[src/rtl/wb_port_scheduler_if.sv]
// wb_port_scheduler_if: writeback request and issue bundle between the pipeline and wb_port_scheduler.
interface wb_port_scheduler_if #(
    parameter int DATA_W = 32,
    parameter int REG_AW = 5
);
    logic              alu_valid;
    logic              alu_ready;
    logic [REG_AW-1:0] alu_reg;
    logic [DATA_W-1:0] alu_data;
    logic              mem_valid;
    logic              mem_ready;
    logic [REG_AW-1:0] mem_reg;
    logic [DATA_W-1:0] mem_data;
    logic              MemtoReg;
    logic [DATA_W-1:0] ReadData;
    logic [DATA_W-1:0] ALUresult;
    logic [REG_AW-1:0] WriteReg;
    logic              RegWrite;
    modport master (
        output alu_valid, alu_reg, alu_data, mem_valid, mem_reg, mem_data,
        input  alu_ready, mem_ready, MemtoReg, ReadData, ALUresult, WriteReg, RegWrite
    );
    modport slave (
        input  alu_valid, alu_reg, alu_data, mem_valid, mem_reg, mem_data,
        output alu_ready, mem_ready, MemtoReg, ReadData, ALUresult, WriteReg, RegWrite
    );
endinterface

[src/rtl/wb_port_scheduler.sv]
// wb_port_scheduler: shares the register-file write port between FIFO-buffered ALU results and priority loads.
// Define WB_BYPASS_EN to let an ALU request skip an empty FIFO when no load competes.
module wb_port_scheduler #(
    parameter int DATA_W     = 32,
    parameter int REG_AW     = 5,
    parameter int DEPTH      = 4,
    parameter int STARVE_MAX = 3
) (
    input logic clk,
    input logic reset,
    wb_port_scheduler_if.slave wb
);
    localparam int PW = $clog2(DEPTH);
    localparam int CW = $clog2(DEPTH + 1);
    localparam int SW = $clog2(STARVE_MAX + 1);
    logic [DATA_W-1:0] fifoData [DEPTH];
    logic [REG_AW-1:0] fifoReg [DEPTH];
    logic [PW-1:0]     rdPtr, wrPtr;
    logic [CW-1:0]     count;
    logic [SW-1:0]     starveCnt;
    logic              nonEmpty, forceAlu, issueMem, pop, push, bypass;
    always_comb begin
        nonEmpty     = count != '0;
        forceAlu     = starveCnt == SW'(STARVE_MAX) && nonEmpty;
        issueMem     = wb.mem_valid && !forceAlu;
        pop          = forceAlu || (!wb.mem_valid && nonEmpty);
`ifdef WB_BYPASS_EN
        bypass       = !nonEmpty && !wb.mem_valid && wb.alu_valid;
`else
        bypass       = 1'b0;
`endif
        wb.alu_ready = !reset && count != CW'(DEPTH);
        wb.mem_ready = !reset && !forceAlu;
        push         = wb.alu_valid && wb.alu_ready && !bypass;
    end
    always_ff @(posedge clk)
        if (push) begin
            fifoData[wrPtr] <= wb.alu_data;
            fifoReg[wrPtr]  <= wb.alu_reg;
        end
    // starveCnt only counts loads that overtake a waiting ALU entry
    always_ff @(posedge clk) begin
        if (reset) begin
            rdPtr        <= '0;
            wrPtr        <= '0;
            count        <= '0;
            starveCnt    <= '0;
            wb.MemtoReg  <= 1'b0;
            wb.ReadData  <= '0;
            wb.ALUresult <= '0;
            wb.WriteReg  <= '0;
            wb.RegWrite  <= 1'b0;
        end else begin
            rdPtr       <= rdPtr + PW'(pop);
            wrPtr       <= wrPtr + PW'(push);
            count       <= count + CW'(push) - CW'(pop);
            starveCnt   <= (!nonEmpty || pop) ? '0 :
                           (issueMem && starveCnt != SW'(STARVE_MAX)) ? starveCnt + 1'b1 : starveCnt;
            wb.RegWrite <= 1'b0;
            if (issueMem) begin
                wb.MemtoReg <= 1'b1;
                wb.ReadData <= wb.mem_data;
                wb.WriteReg <= wb.mem_reg;
                wb.RegWrite <= |wb.mem_reg;
            end else if (pop) begin
                wb.MemtoReg  <= 1'b0;
                wb.ALUresult <= fifoData[rdPtr];
                wb.WriteReg  <= fifoReg[rdPtr];
                wb.RegWrite  <= |fifoReg[rdPtr];
            end else if (bypass) begin
                wb.MemtoReg  <= 1'b0;
                wb.ALUresult <= wb.alu_data;
                wb.WriteReg  <= wb.alu_reg;
                wb.RegWrite  <= |wb.alu_reg;
            end
        end
    end
endmodule

[src/flat_wrapper.sv]
// flat-port wrapper written by rule: the top's interface ports become plain ports
module wb_port_scheduler_flat 
#(
    parameter int DATA_W     = 32,
    parameter int REG_AW     = 5,
    parameter int DEPTH      = 4,
    parameter int STARVE_MAX = 3
)
  (clk, reset, wb_alu_valid, wb_alu_reg, wb_alu_data, wb_mem_valid, wb_mem_reg, wb_mem_data, wb_alu_ready, wb_mem_ready, wb_MemtoReg, wb_ReadData, wb_ALUresult, wb_WriteReg, wb_RegWrite);
  wb_port_scheduler_if #(.DATA_W(DATA_W), .REG_AW(REG_AW)) wb_i ();
  input logic clk;
  input logic reset;
  input wire logic [$bits(wb_i.alu_valid)-1:0] wb_alu_valid;
  input wire logic [$bits(wb_i.alu_reg)-1:0] wb_alu_reg;
  input wire logic [$bits(wb_i.alu_data)-1:0] wb_alu_data;
  input wire logic [$bits(wb_i.mem_valid)-1:0] wb_mem_valid;
  input wire logic [$bits(wb_i.mem_reg)-1:0] wb_mem_reg;
  input wire logic [$bits(wb_i.mem_data)-1:0] wb_mem_data;
  output wire logic [$bits(wb_i.alu_ready)-1:0] wb_alu_ready;
  output wire logic [$bits(wb_i.mem_ready)-1:0] wb_mem_ready;
  output wire logic [$bits(wb_i.MemtoReg)-1:0] wb_MemtoReg;
  output wire logic [$bits(wb_i.ReadData)-1:0] wb_ReadData;
  output wire logic [$bits(wb_i.ALUresult)-1:0] wb_ALUresult;
  output wire logic [$bits(wb_i.WriteReg)-1:0] wb_WriteReg;
  output wire logic [$bits(wb_i.RegWrite)-1:0] wb_RegWrite;
  assign wb_i.alu_valid = wb_alu_valid;
  assign wb_i.alu_reg = wb_alu_reg;
  assign wb_i.alu_data = wb_alu_data;
  assign wb_i.mem_valid = wb_mem_valid;
  assign wb_i.mem_reg = wb_mem_reg;
  assign wb_i.mem_data = wb_mem_data;
  assign wb_alu_ready = wb_i.alu_ready;
  assign wb_mem_ready = wb_i.mem_ready;
  assign wb_MemtoReg = wb_i.MemtoReg;
  assign wb_ReadData = wb_i.ReadData;
  assign wb_ALUresult = wb_i.ALUresult;
  assign wb_WriteReg = wb_i.WriteReg;
  assign wb_RegWrite = wb_i.RegWrite;
  wb_port_scheduler #(.DATA_W(DATA_W), .REG_AW(REG_AW), .DEPTH(DEPTH), .STARVE_MAX(STARVE_MAX)) u_core (.clk(clk), .reset(reset), .wb(wb_i));
endmodule
[config.mk]
export PLATFORM = sky130hd
export DESIGN_NAME = wb_port_scheduler_flat
export DESIGN_NICKNAME = d
export VERILOG_FILES = /design/src/rtl/wb_port_scheduler_if.sv /design/src/rtl/wb_port_scheduler.sv /design/src/flat_wrapper.sv
export SDC_FILE = /design/constraint.sdc
export NUM_CORES = 1
export LEC_CHECK = 0
export CORE_ASPECT_RATIO = 1.75
export CORE_MARGIN = 2
export CORE_UTILIZATION = 50
export CTS_CLUSTER_SIZE = 10
export DETAILED_ROUTE_END_ITERATION = 10
export PLACE_DENSITY = 0.77
export SYNTH_ARGS = -nofsm -noshare
export SYNTH_HDL_FRONTEND = slang
export SYNTH_SLANG_ARGS = --single-unit
[constraint.sdc]
create_clock -name clk -period 5.7 [get_ports clk]
set_input_delay 1.14 -clock clk [delete_from_list [all_inputs] [get_ports clk]]
set_output_delay 1.14 -clock clk [all_outputs]
set_load 0.01 [all_outputs]
==> load_flow_metrics.sql <==
INSERT INTO impl_metrics (metric_group, metric, value, unit) VALUES
('run_status', 'status', 'finished, final reports clean', ''),
('finish', 'fillers', '1151', ''),
('finish', 'multi_input_area', '0.002069', 'mm^2'),
('power', 'power.share.sequential', '46.9', '%'),
('logic_synthesis', 'synth_seq_area_share', '73.48', '%'),
('finish', 'areaGrowthSynthToFinish', '30.02', '%'),
('critical_path', 'end_kind', 'primary output', ''),
('cts', 'max-clock-path-buffers', '3', ''),
('placed_design', 'number_of_buffers_inserted_by_port_buffering', '150', ''),
('power', 'clk_pwr_share', '34.2', '%'),
('critical_path', 'critPathTopFamily', 'buffers and inverters', ''),
('timing', 'timing.final.hold_violations', '0', ''),
('floorplan', 'core_region_area', '0.01629', 'mm^2'),
('timing', 'final_min_period_over_clock_period', '62.58', '%'),
('timing', 'period_needed', '3567', 'ps'),
('cts', 'cts-hold-fix-buffers', '0', ''),
('cts', 'clkTransAtPathRegs', '50', 'ps'),
('logic_synthesis', 'unique_cell_type_count_in_the_yosys_netlist', '31', ''),
('critical_path', 'startpoint_type', 'input port', ''),
('detailed_routing', 'drt_wl_total', '16870', 'um'),
('power', 'power.total', '0.004303', 'W'),
('cts', 'h-tree-depth', '1', ''),
('critical_path', 'crit_slowest_cell', 'sky130_fd_sc_hd__buf_2', ''),
('flow_run', 'drv_cap', '0', ''),
('logic_synthesis', 'syn_area', '0.008228', 'mm^2'),
('placed_design', 'gp_congestion', '0.7297', ''),
('global_route', 'gr-usage-met1', '21.35', '%'),
('cts', 'cts_setup_buffers', '0', ''),
('detailed_routing', 'antenna_violating_nets_post_route', '0', ''),
('timing', 'rsz0062_at_grt', 'no', ''),
('power', 'internal_power', '0.003237', 'W'),
('logic_synthesis', 'synth.avg_cell_area', '14.83', 'um^2'),
('global_route', 'antenna_found_initial', '0', ''),
('global_route', 'first_global_vias', '5382', ''),
('global_route', 'grt_first_pass_wirelength', '26780', 'um'),
('timing', 'setup-tns-final', '0', 'ps'),
('floorplan', 'die_width', '101.0', 'um'),
('cts', 'cts_num_sinks', '228', ''),
('critical_path', 'crit_path_cell_trace', 'buf_2 > a31oi_1 > clkdlybuf4s50_1', ''),
('global_route', 'grt.overflow.total', '0', ''),
('floorplan', 'row_count', '62', ''),
('power', 'switching_share', '24.76', '%'),
('global_route', 'grt_met2_use', '37.08', '%'),
('critical_path', 'crit_required', '4560', 'ps'),
('logic_synthesis', 'ys_warn_count', '0', ''),
('timing', 'fin_worst_skew', '10.87', 'ps'),
('cts', 'worst_skew_pair.late_latency', '510', 'ps'),
('logic_synthesis', 'synth-async-reset-ratio', '0', '%'),
('floorplan', 'ioPinCount', '151', ''),
('detailed_routing', 'initialDrtViolationCount', '172', ''),
('global_route', 'grt_max_degree', '43', ''),
('critical_path', 'worstPathBufferInverterCount', '2', ''),
('power', 'power_per_cell_area', '402.2', 'mW/mm^2'),
('critical_path', 'critPathArrivalTime', '2430', 'ps'),
('timing', 'timing_max_transition_violations_final', '0', ''),
('detailed_routing', 'routed_wire_length_per_instance', '18.29', 'um'),
('floorplan', 'die_y', '173.7', 'um'),
('logic_synthesis', 'synth.net_count', '637', ''),
('power', 'vdd_drop_max', '0.2490', 'mV'),
('logic_synthesis', 'synth.ff_latch_count', '228', ''),
('critical_path', 'worstSetupPathType', 'in2out', ''),
('critical_path', 'critPathMaxStageDelay', '610', 'ps'),
('floorplan', 'starting_density_of_the_core', '50.51', '%'),
('finish', 'insertedDiodeCount', '0', ''),
('timing', 'setup_viol', '0', ''),
('timing', 'timing.max_slew.rel_slack', '35.76', '%'),
('cts', 'cts.repair.resized', '0', ''),
('power', 'total_leakage_power', '3.591', 'nW'),
('global_route', 'grtUsageMet3', '3.185', '%'),
('detailed_routing', 'drc', '0', ''),
('finish', 'total_area_of_sequential_cells', '0.006048', 'mm^2');
flip-flops by register name (all words and copies together) (netlist names):
register             cells
u_core.wrPtr             2
u_core.wb.ReadData      32
u_core.wb.RegWrite       1
u_core.count             3
u_core.starveCnt         2
u_core.wb.WriteReg       5
u_core.fifoReg          20
u_core.wb.MemtoReg       1
u_core.rdPtr             2
u_core.fifoData        128
u_core.wb.ALUresult     32
final timing paths:
check	end	startpoint	slack (ps)	depth (start not counted)
setup reg to reg	u_core.count[2]$_SDFF_PP0_	u_core.count[1]$_SDFF_PP0_	2990	10
setup / recovery	wb_alu_ready	reset	2130	3
hold reg to reg	u_core.wb.ReadData[9]$_SDFFE_PP0P_	u_core.wb.ReadData[9]$_SDFFE_PP0P_	450	2
hold / removal	u_core.wb.ReadData[9]$_SDFFE_PP0P_	u_core.wb.ReadData[9]$_SDFFE_PP0P_	450	2
Yosys cell counts, types with 2 or more instances:
library cell / count / area [um^2]
sky130_fd_sc_hd__inv_1: 4 / 15.01
sky130_fd_sc_hd__nor2_1: 10 / 37.54
sky130_fd_sc_hd__nor2b_1: 3 / 18.77
sky130_fd_sc_hd__or4_1: 2 / 15.01
sky130_fd_sc_hd__a311oi_1: 5 / 43.79
sky130_fd_sc_hd__o21ai_1: 2 / 10.01
sky130_fd_sc_hd__o21ai_0: 2 / 10.01
sky130_fd_sc_hd__a21oi_1: 67 / 335.3
sky130_fd_sc_hd__dfxtp_1: 80 / 1602
sky130_fd_sc_hd__buf_2: 7 / 35.03
sky130_fd_sc_hd__nand2b_1: 2 / 12.51
sky130_fd_sc_hd__nand2_1: 141 / 529.3
sky130_fd_sc_hd__mux4_2: 34 / 765.7
sky130_fd_sc_hd__nor3b_1: 2 / 15.01
sky130_fd_sc_hd__xnor2_1: 4 / 35.03
sky130_fd_sc_hd__nor3_1: 3 / 15.01
sky130_fd_sc_hd__mux4_1: 3 / 78.83
sky130_fd_sc_hd__ha_1: 3 / 37.54
sky130_fd_sc_hd__edfxtp_1: 148 / 4444
sky130_fd_sc_hd__clkbuf_1: 22 / 82.58
power groups by stage:
stage | logic, W | registers, W | clock network (W)
5_1_grt | 0.000890 | 0.00204 | 0.00157
3_3_place_gp | 0.000807 | 0.00205 | 0
2_1_floorplan | 0.000484 | 0.00203 | 0
4_1_cts | 0.000829 | 0.00202 | 0.00151
6_report | 0.000815 | 0.00202 | 0.00147
3_5_place_dp | 0.000825 | 0.00206 | 0
layer usage:
layer / vias up / share of wire (%)
met3: 27 / 6.1
li1: 2348 / -
met5: - / 0
met2: 167 / 56
met4: 0 / 2.3
met1: 2426 / 35
placed cells by master (no fill, tap or decap), drive strengths merged:
master	instances
a311oi	5
dfxtp	80
ha	3
buf	10
nand2	141
nor3b	2
nor4b	1
a21boi	1
clkbuf	47
or3	1
nor4	1
o21ai	4
nor2b	3
and3	1
nand3	1
clkdlybuf4s50	149
nor2	10
inv	4
nor3	3
xnor2	4
xor2	1
fa	1
edfxtp	148
or4	2
mux4	37
a21oi	67
a31oi	1
nand2b	2
worst register-to-register path, stage by stage (launching register included):
cell and delay [ps]:
sky130_fd_sc_hd__dfxtp_1 340, sky130_fd_sc_hd__nor3_1 680, sky130_fd_sc_hd__a21oi_4 20, sky130_fd_sc_hd__buf_4 300
sky130_fd_sc_hd__nand2_1 170, sky130_fd_sc_hd__o21ai_0 110, sky130_fd_sc_hd__ha_1 210, sky130_fd_sc_hd__fa_1 380
sky130_fd_sc_hd__xnor2_1 180, sky130_fd_sc_hd__xnor2_1 140, sky130_fd_sc_hd__nor2_1 50
metrics by stage:
stage / hold slack, ps / cells / setup WS [ps] / instance area, um^2
after global routing: 468.8 / 922 / 2023 / 10700
after CTS: 452.8 / 922 / 2117 / 10700
final: 451.8 / 922 / 2133 / 10700
after detailed placement: 445.6 / 875 / 2130 / 9937
after floorplan: 408.0 / 555 / 663.8 / 8228
after global placement: 417.0 / 875 / 2144 / 9937
area by class of cell:
type,instances,share of cell area [%]
tap,192,2.246
inverter,4,0.1404
timing repair buffer,159,14.62
sequential,228,56.54
multi-input combinational,292,19.34
clock buffer,47,7.111
cells by family (layout without fill, tap and decap cells):
kind of cell | Yosys count | count (layout) | synth area share, %
simple gates | 168 | 168 | 8.212
flops | 228 | 228 | 73.48
buf+inv | 35 | 210 | 1.794
mux | 37 | 37 | 10.26
compound gates | 78 | 78 | 5.018
xor+xnor | 5 | 5 | 0.5322
fa+ha+maj | 4 | 4 | 0.6996
Power figures use the tool's default switching activity.
